File: src/rtl/databus_rr_arbiter_pkg.sv
// Shared databus definitions: default field widths, arbiter state encoding and the
// packed-port slice helpers used by every databus-facing unit.
package databus_rr_arbiter_pkg;

  localparam int DB_ADDR_W = 32;
  localparam int DB_DATA_W = 32;
  localparam int DB_LEN_W  = 8;

  typedef enum logic {
    ST_IDLE   = 1'b0,
    ST_LOCKED = 1'b1
  } arb_state_e;

  // Width of an index into NUM_REQ requesters; never narrower than one bit.
  function automatic int ptr_width(input int num_req);
    return (num_req > 1) ? $clog2(num_req) : 1;
  endfunction

  // LSB position of requester idx inside a packed per-requester bus of field width w.
  function automatic int slice_lo(input int idx, input int w);
    return idx * w;
  endfunction

endpackage

File: src/rtl/rr_priority_picker.sv
// Round-robin picker: one-hot of the first request found scanning upward from ptr_i
// with wrap at NUM_REQ-1, plus the index of that pick and a valid flag.
module rr_priority_picker #(
  parameter int NUM_REQ = 2,
  parameter int PTR_W   = 1
) (
  input  logic [NUM_REQ-1:0] req_i,
  input  logic [PTR_W-1:0]   ptr_i,
  output logic [NUM_REQ-1:0] pick_o,
  output logic [PTR_W-1:0]   pick_idx_o,
  output logic               pick_valid_o
);

  // NOTE: every variable written here gets a default first, so no path can infer a latch.
  always_comb begin
    int  idx;
    logic found;
    idx          = 0;
    found        = 1'b0;
    pick_o       = '0;
    pick_idx_o   = '0;
    pick_valid_o = 1'b0;
    for (int k = 0; k < NUM_REQ; k++) begin
      idx = int'(ptr_i) + k;
      if (idx >= NUM_REQ) idx = idx - NUM_REQ;
      if (!found && req_i[idx]) begin
        found       = 1'b1;
        pick_o[idx] = 1'b1;
        pick_idx_o  = PTR_W'(idx);
      end
    end
    pick_valid_o = found;
  end

endmodule

File: src/rtl/databus_rr_arbiter.sv
// Burst-locked round-robin arbiter sharing one databus master port between NUM_REQ
// requester ports; the grant is held until the granted requester's last beat completes.
module databus_rr_arbiter
  import databus_rr_arbiter_pkg::*;
#(
  parameter int NUM_REQ    = 2,
  parameter int AXI_ADDR_W = DB_ADDR_W,
  parameter int AXI_DATA_W = DB_DATA_W,
  parameter int LEN_W      = DB_LEN_W
) (
  input  logic                            clk,
  input  logic                            rst,
  input  logic [NUM_REQ-1:0]              req_valid_i,
  input  logic [NUM_REQ*AXI_ADDR_W-1:0]   req_addr_i,
  input  logic [NUM_REQ*AXI_DATA_W-1:0]   req_wdata_i,
  input  logic [NUM_REQ*AXI_DATA_W/8-1:0] req_wstrb_i,
  input  logic [NUM_REQ*LEN_W-1:0]        req_len_i,
  output logic [NUM_REQ-1:0]              req_ready_o,
  output logic [NUM_REQ-1:0]              req_last_o,
  output logic [AXI_DATA_W-1:0]           req_rdata_o,
  output logic                            m_valid_o,
  output logic [AXI_ADDR_W-1:0]           m_addr_o,
  output logic [AXI_DATA_W-1:0]           m_wdata_o,
  output logic [AXI_DATA_W/8-1:0]         m_wstrb_o,
  output logic [LEN_W-1:0]                m_len_o,
  input  logic                            m_ready_i,
  input  logic [AXI_DATA_W-1:0]           m_rdata_i,
  input  logic                            m_last_i,
  output logic [NUM_REQ-1:0]              grant_o,
  output logic                            busy_o
);

  localparam int PTR_W  = ptr_width(NUM_REQ);
  localparam int STRB_W = AXI_DATA_W / 8;

  arb_state_e         state_q, state_d;
  logic [NUM_REQ-1:0] grant_q, grant_d;
  logic [PTR_W-1:0]   ptr_q, ptr_d;
  logic [PTR_W-1:0]   gidx_q, gidx_d;

  logic [NUM_REQ-1:0] pick;
  logic [PTR_W-1:0]   pick_idx;
  logic               pick_valid;
  logic               burst_done;

  rr_priority_picker #(
    .NUM_REQ (NUM_REQ),
    .PTR_W   (PTR_W)
  ) u_picker (
    .req_i        (req_valid_i),
    .ptr_i        (ptr_q),
    .pick_o       (pick),
    .pick_idx_o   (pick_idx),
    .pick_valid_o (pick_valid)
  );

  // One-hot AND-OR select; with grant_q all zero every master field collapses to 0.
  always_comb begin
    m_valid_o = 1'b0;
    m_addr_o  = '0;
    m_wdata_o = '0;
    m_wstrb_o = '0;
    m_len_o   = '0;
    for (int i = 0; i < NUM_REQ; i++) begin
      if (grant_q[i]) begin
        m_valid_o = m_valid_o | req_valid_i[i];
        m_addr_o  = m_addr_o  | req_addr_i[slice_lo(i, AXI_ADDR_W) +: AXI_ADDR_W];
        m_wdata_o = m_wdata_o | req_wdata_i[slice_lo(i, AXI_DATA_W) +: AXI_DATA_W];
        m_wstrb_o = m_wstrb_o | req_wstrb_i[slice_lo(i, STRB_W) +: STRB_W];
        m_len_o   = m_len_o   | req_len_i[slice_lo(i, LEN_W) +: LEN_W];
      end
    end
  end

  assign req_ready_o = grant_q & {NUM_REQ{m_ready_i}};
  assign req_last_o  = grant_q & {NUM_REQ{m_last_i}};
  assign req_rdata_o = m_rdata_i;
  assign burst_done  = m_valid_o & m_ready_i & m_last_i;
  assign grant_o     = grant_q;
  assign busy_o      = (state_q == ST_LOCKED);

  always_comb begin
    state_d = state_q;
    grant_d = grant_q;
    ptr_d   = ptr_q;
    gidx_d  = gidx_q;
    case (state_q)
      ST_IDLE: begin
        if (pick_valid) begin
          grant_d = pick;
          gidx_d  = pick_idx;
          state_d = ST_LOCKED;
        end
      end
      ST_LOCKED: begin
        // Only the last beat releases the lock; a dropped valid just stalls the burst.
        if (burst_done) begin
          grant_d = '0;
          ptr_d   = (gidx_q == PTR_W'(NUM_REQ - 1)) ? '0 : gidx_q + PTR_W'(1);
          state_d = ST_IDLE;
        end
      end
      default: state_d = ST_IDLE;
    endcase
  end

  // NOTE: registers use non-blocking assignments so every flop samples pre-edge values.
  always_ff @(posedge clk or posedge rst) begin
    if (rst) begin
      state_q <= ST_IDLE;
      grant_q <= '0;
      ptr_q   <= '0;
      gidx_q  <= '0;
    end else begin
      state_q <= state_d;
      grant_q <= grant_d;
      ptr_q   <= ptr_d;
      gidx_q  <= gidx_d;
    end
  end

endmodule

File: config.mk
export PLATFORM = sky130hd
export DESIGN_NAME = databus_rr_arbiter
export DESIGN_NICKNAME = d
export VERILOG_FILES = /design/src/rtl/databus_rr_arbiter_pkg.sv /design/src/rtl/rr_priority_picker.sv /design/src/rtl/databus_rr_arbiter.sv
export SDC_FILE = /design/constraint.sdc
export NUM_CORES = 1
export LEC_CHECK = 0
export ABC_AREA = 1
export CAP_MARGIN = 10
export CORE_AREA = 2 2 119 121
export DETAILED_ROUTE_END_ITERATION = 10
export DIE_AREA = 0 0 121 123
export PLACE_DENSITY_LB_ADDON = 0.25
export SLEW_MARGIN = 10
export SYNTH_ARGS = -nofsm -noshare
export SYNTH_HDL_FRONTEND = slang
export SYNTH_HIERARCHICAL = 1
export SYNTH_SLANG_ARGS = --single-unit
File: constraint.sdc
create_clock -name clk -period 1.2 [get_ports clk]
set_input_delay 0.36 -clock clk [delete_from_list [all_inputs] [get_ports clk]]
set_output_delay 0.36 -clock clk [all_outputs]
set_load 0.03 [all_outputs]
==> impl_metrics.csv <==
group,metric,value,unit
status,status,"finished, violations left",
status,violations,"negative setup slack",
yosys,ys_seq_elements,5,
timing,skew,0.0002748,ns
power,internal_power,1061,uW
clock_tree,cts_buffers,3,
critical_path,slowest_stage,"dfrtp_4",
grt,overflow,0,
power,clkPwrFrac,0.420,
worst_hold_path,hold_class,"primary input to async pin",
yosys,synth_cell_types,12,
grt,grt_pass1_wl,11.57,mm
timing,layout_setup_ws,-0.5496,ns
power,power_frac_seq,0.131,
placement,hpwl,6.865,mm
floorplan,start_util,0.09753,
critical_path,cpPeakStageDelay,0.50,ns
critical_path,crit_fanout,39,
critical_path,cp.buffers_inverters,2,
floorplan,fp.coreArea,13610,um2
critical_path,crit_family,"flip-flops",
floorplan,die_area,14880,um2
grt,grtUsageTotal,0.09674,
timing,rsz0062_at_grt,"true",
cells_and_area,drive_above_1_share,0.4895,
route,via_per_inst,3.870,
route,drt_iter0_drc,44,
clock_tree,clockBufferDepth,2,
timing,finalCritPeriodShare,1.458,
clock_tree,clk_pin_slew_worst_paths,0.03,ns
floorplan,num_rows,43,
clock_tree,insertion_delay,0.22,ns
yosys,synth-async-reset-ratio,1.000,
placement,io_buffers,241,
route,ant_nets,0,
clock_tree,ctsResizeCount,40,
yosys,yosysMostFrequentCell,"a22o_1",
yosys,synth_top_cell_area_share,0.5014,
clock_tree,cts_hold_buf,0,
route,dr.pass1.iters,4,
yosys,synth_nets,365,
clock_tree,cts_root_buf,"clkbuf_16",
timing,final.min_clock_period,1.750,ns
yosys,synth_area,1328,um2
power,peakVddDrop,0.6831,mV
cells_and_area,diodes,0,
route,wl,8.305,mm
grt,antenna_found_initial,0,
yosys,yosys-top-cells-count,"a22o_1, buf_4, nand2_1, buf_2, inv_1",
floorplan,fp.dieH,123,um
flow_run,drv_cap,0,
route,wl_per_cell,14.83,um
power,p_leak,0.002036,uW
yosys,synth_top_cell_by_area,"a22o_1",
clock_tree,cts_sinks,5,
power,finalPower,1296,uW
yosys,syn_area_per_cell,7.586,um2
grt,grt_pass1_vias,2106,
placement,place_inst,556,
clock_tree,postCtsSetupBuffers,0,
cells_and_area,syn_to_final_growth,222.1,%
cells_and_area,fillers,1387,
timing,max_clock_freq,571.6,MHz
timing,maxSlewHeadroom,0.8087,
yosys,synth_area_leaders,"a22o_1, buf_4, dfrtp_1, nand2_1, buf_2",
cells_and_area,fin_cells,560,
yosys,yosysWarnings,6,
timing,hold_viol_final,0,
cells_and_area,nets,571,
grt,grt_start_max_net_pins,46,
yosys,ys_seq_area_frac,0.09425,
critical_path,crit_chain,"buf_12, a22o_2, buf_4",
critical_path,cp-end-kind,"primary output",
placement,finalWeightedCongestion,0.7475,
clock_tree,cts_max_level,1,
critical_path,crit_type,"flip-flop to primary output",
yosys,ys.flop_type,"dfrtp_1",
timing,drv_slew,0,
floorplan,io_pins,306,
timing,fin_worst_hold_slack,0.3439,ns
critical_path,arrival,1.39,ns
power,swShare,0.1816,
critical_path,cp.required,0.84,ns
yosys,synthCells,175,
yosys,synth_edf_count,0,
critical_path,critPathLaunchType,"flip-flop",
power,cellPowerDensity,303.1,nW/um2
critical_path,reg2reg_setup_slack,0.02,ns
timing,tightest_slew,0.2870,ns
floorplan,die_w,121,um
clock_tree,cts_tree,"done",
power,pwr-share-comb,0.449,
timing,final-setup-viol-count,83,
power,switchingPower,235.3,uW
route,vias,2167,
route,drc,0,
-- per-layer routing --
layer,share of wire,vias to the layer above,GRT usage
met5,0,-,0
met4,0.0082,0,0.01381
met3,0.11,12,0.02721
met2,0.52,132,0.1843
met1,0.37,992,0.1088
li1,-,1031,-
-- cell usage in the layout, fill, tap and decap left out, drive strengths merged --
master,instances
clkdlybuf4s50,153
buf,94
a22o,76
nand2,23
inv,11
nor2,6
dfrtp,5
dlygate4sd2,4
clkbuf,4
nand3,2
o21a,1
o21ai,1
-- final cells by class --
cell class | instances | area, um2 | area share
clock buffer | 4 | 78.83 | 0.01844
sequential | 5 | 132.6 | 0.03102
multi-input combinational | 109 | 1305 | 0.3052
timing repair buffer | 251 | 2487 | 0.5818
tap | 180 | 225.2 | 0.05268
inverter | 11 | 46.29 | 0.01083
-- cell families after synthesis --
group                  share of synthesized area
DFF                                      0.09425
and+or+nand+nor                          0.09143
AOI/OAI and AO/OA                         0.5108
buffers and inverters                     0.3035
-- final timing paths --
check	start	end	depth (start not counted)
setup / recovery	grant_o[1]$_DFFE_PP0P_	m_wdata_o[23]	3
hold / removal	rst	ptr_q$_DFFE_PP0P_	2
setup reg to reg	grant_o[0]$_DFFE_PP0P_	grant_o[0]$_DFFE_PP0P_	6
hold reg to reg	gidx_q$_DFFE_PP0P_	ptr_q$_DFFE_PP0P_	1
max in group asynchronous	rst	grant_o[0]$_DFFE_PP0P_	2
min in group clk	gidx_q$_DFFE_PP0P_	ptr_q$_DFFE_PP0P_	1
-- power by group through the flow --
stage               Sequential [uW]  Clock, uW  Combinational (uW)
global route                    170        575                 615
floorplan                       172          0                 213
detailed placement              172          0                 586
global placement                172          0                 578
finish                          170        544                 582
CTS                             170        557                 586
-- registers in the layout, indices dropped and copies added (netlist names) --
register  flops
busy_o        1
gidx_q        1
grant_o       2
ptr_q         1
-- stage by stage --
stage	setup slack (ns)	TNS (ns)	instance area, um2	util
after global placement	-0.3874	-29.62	4064	0.2986
after floorplan	-0.3185	-20.45	1841	-
after detailed placement	-0.3942	-30.05	4064	0.2986
after global routing	-0.5786	-43.81	4275	0.3141
after CTS	-0.5592	-41.72	4267	0.3134
final	-0.5496	-41.14	4275	0.3141
No activity file was read; power rests on OpenSTA's default activity.
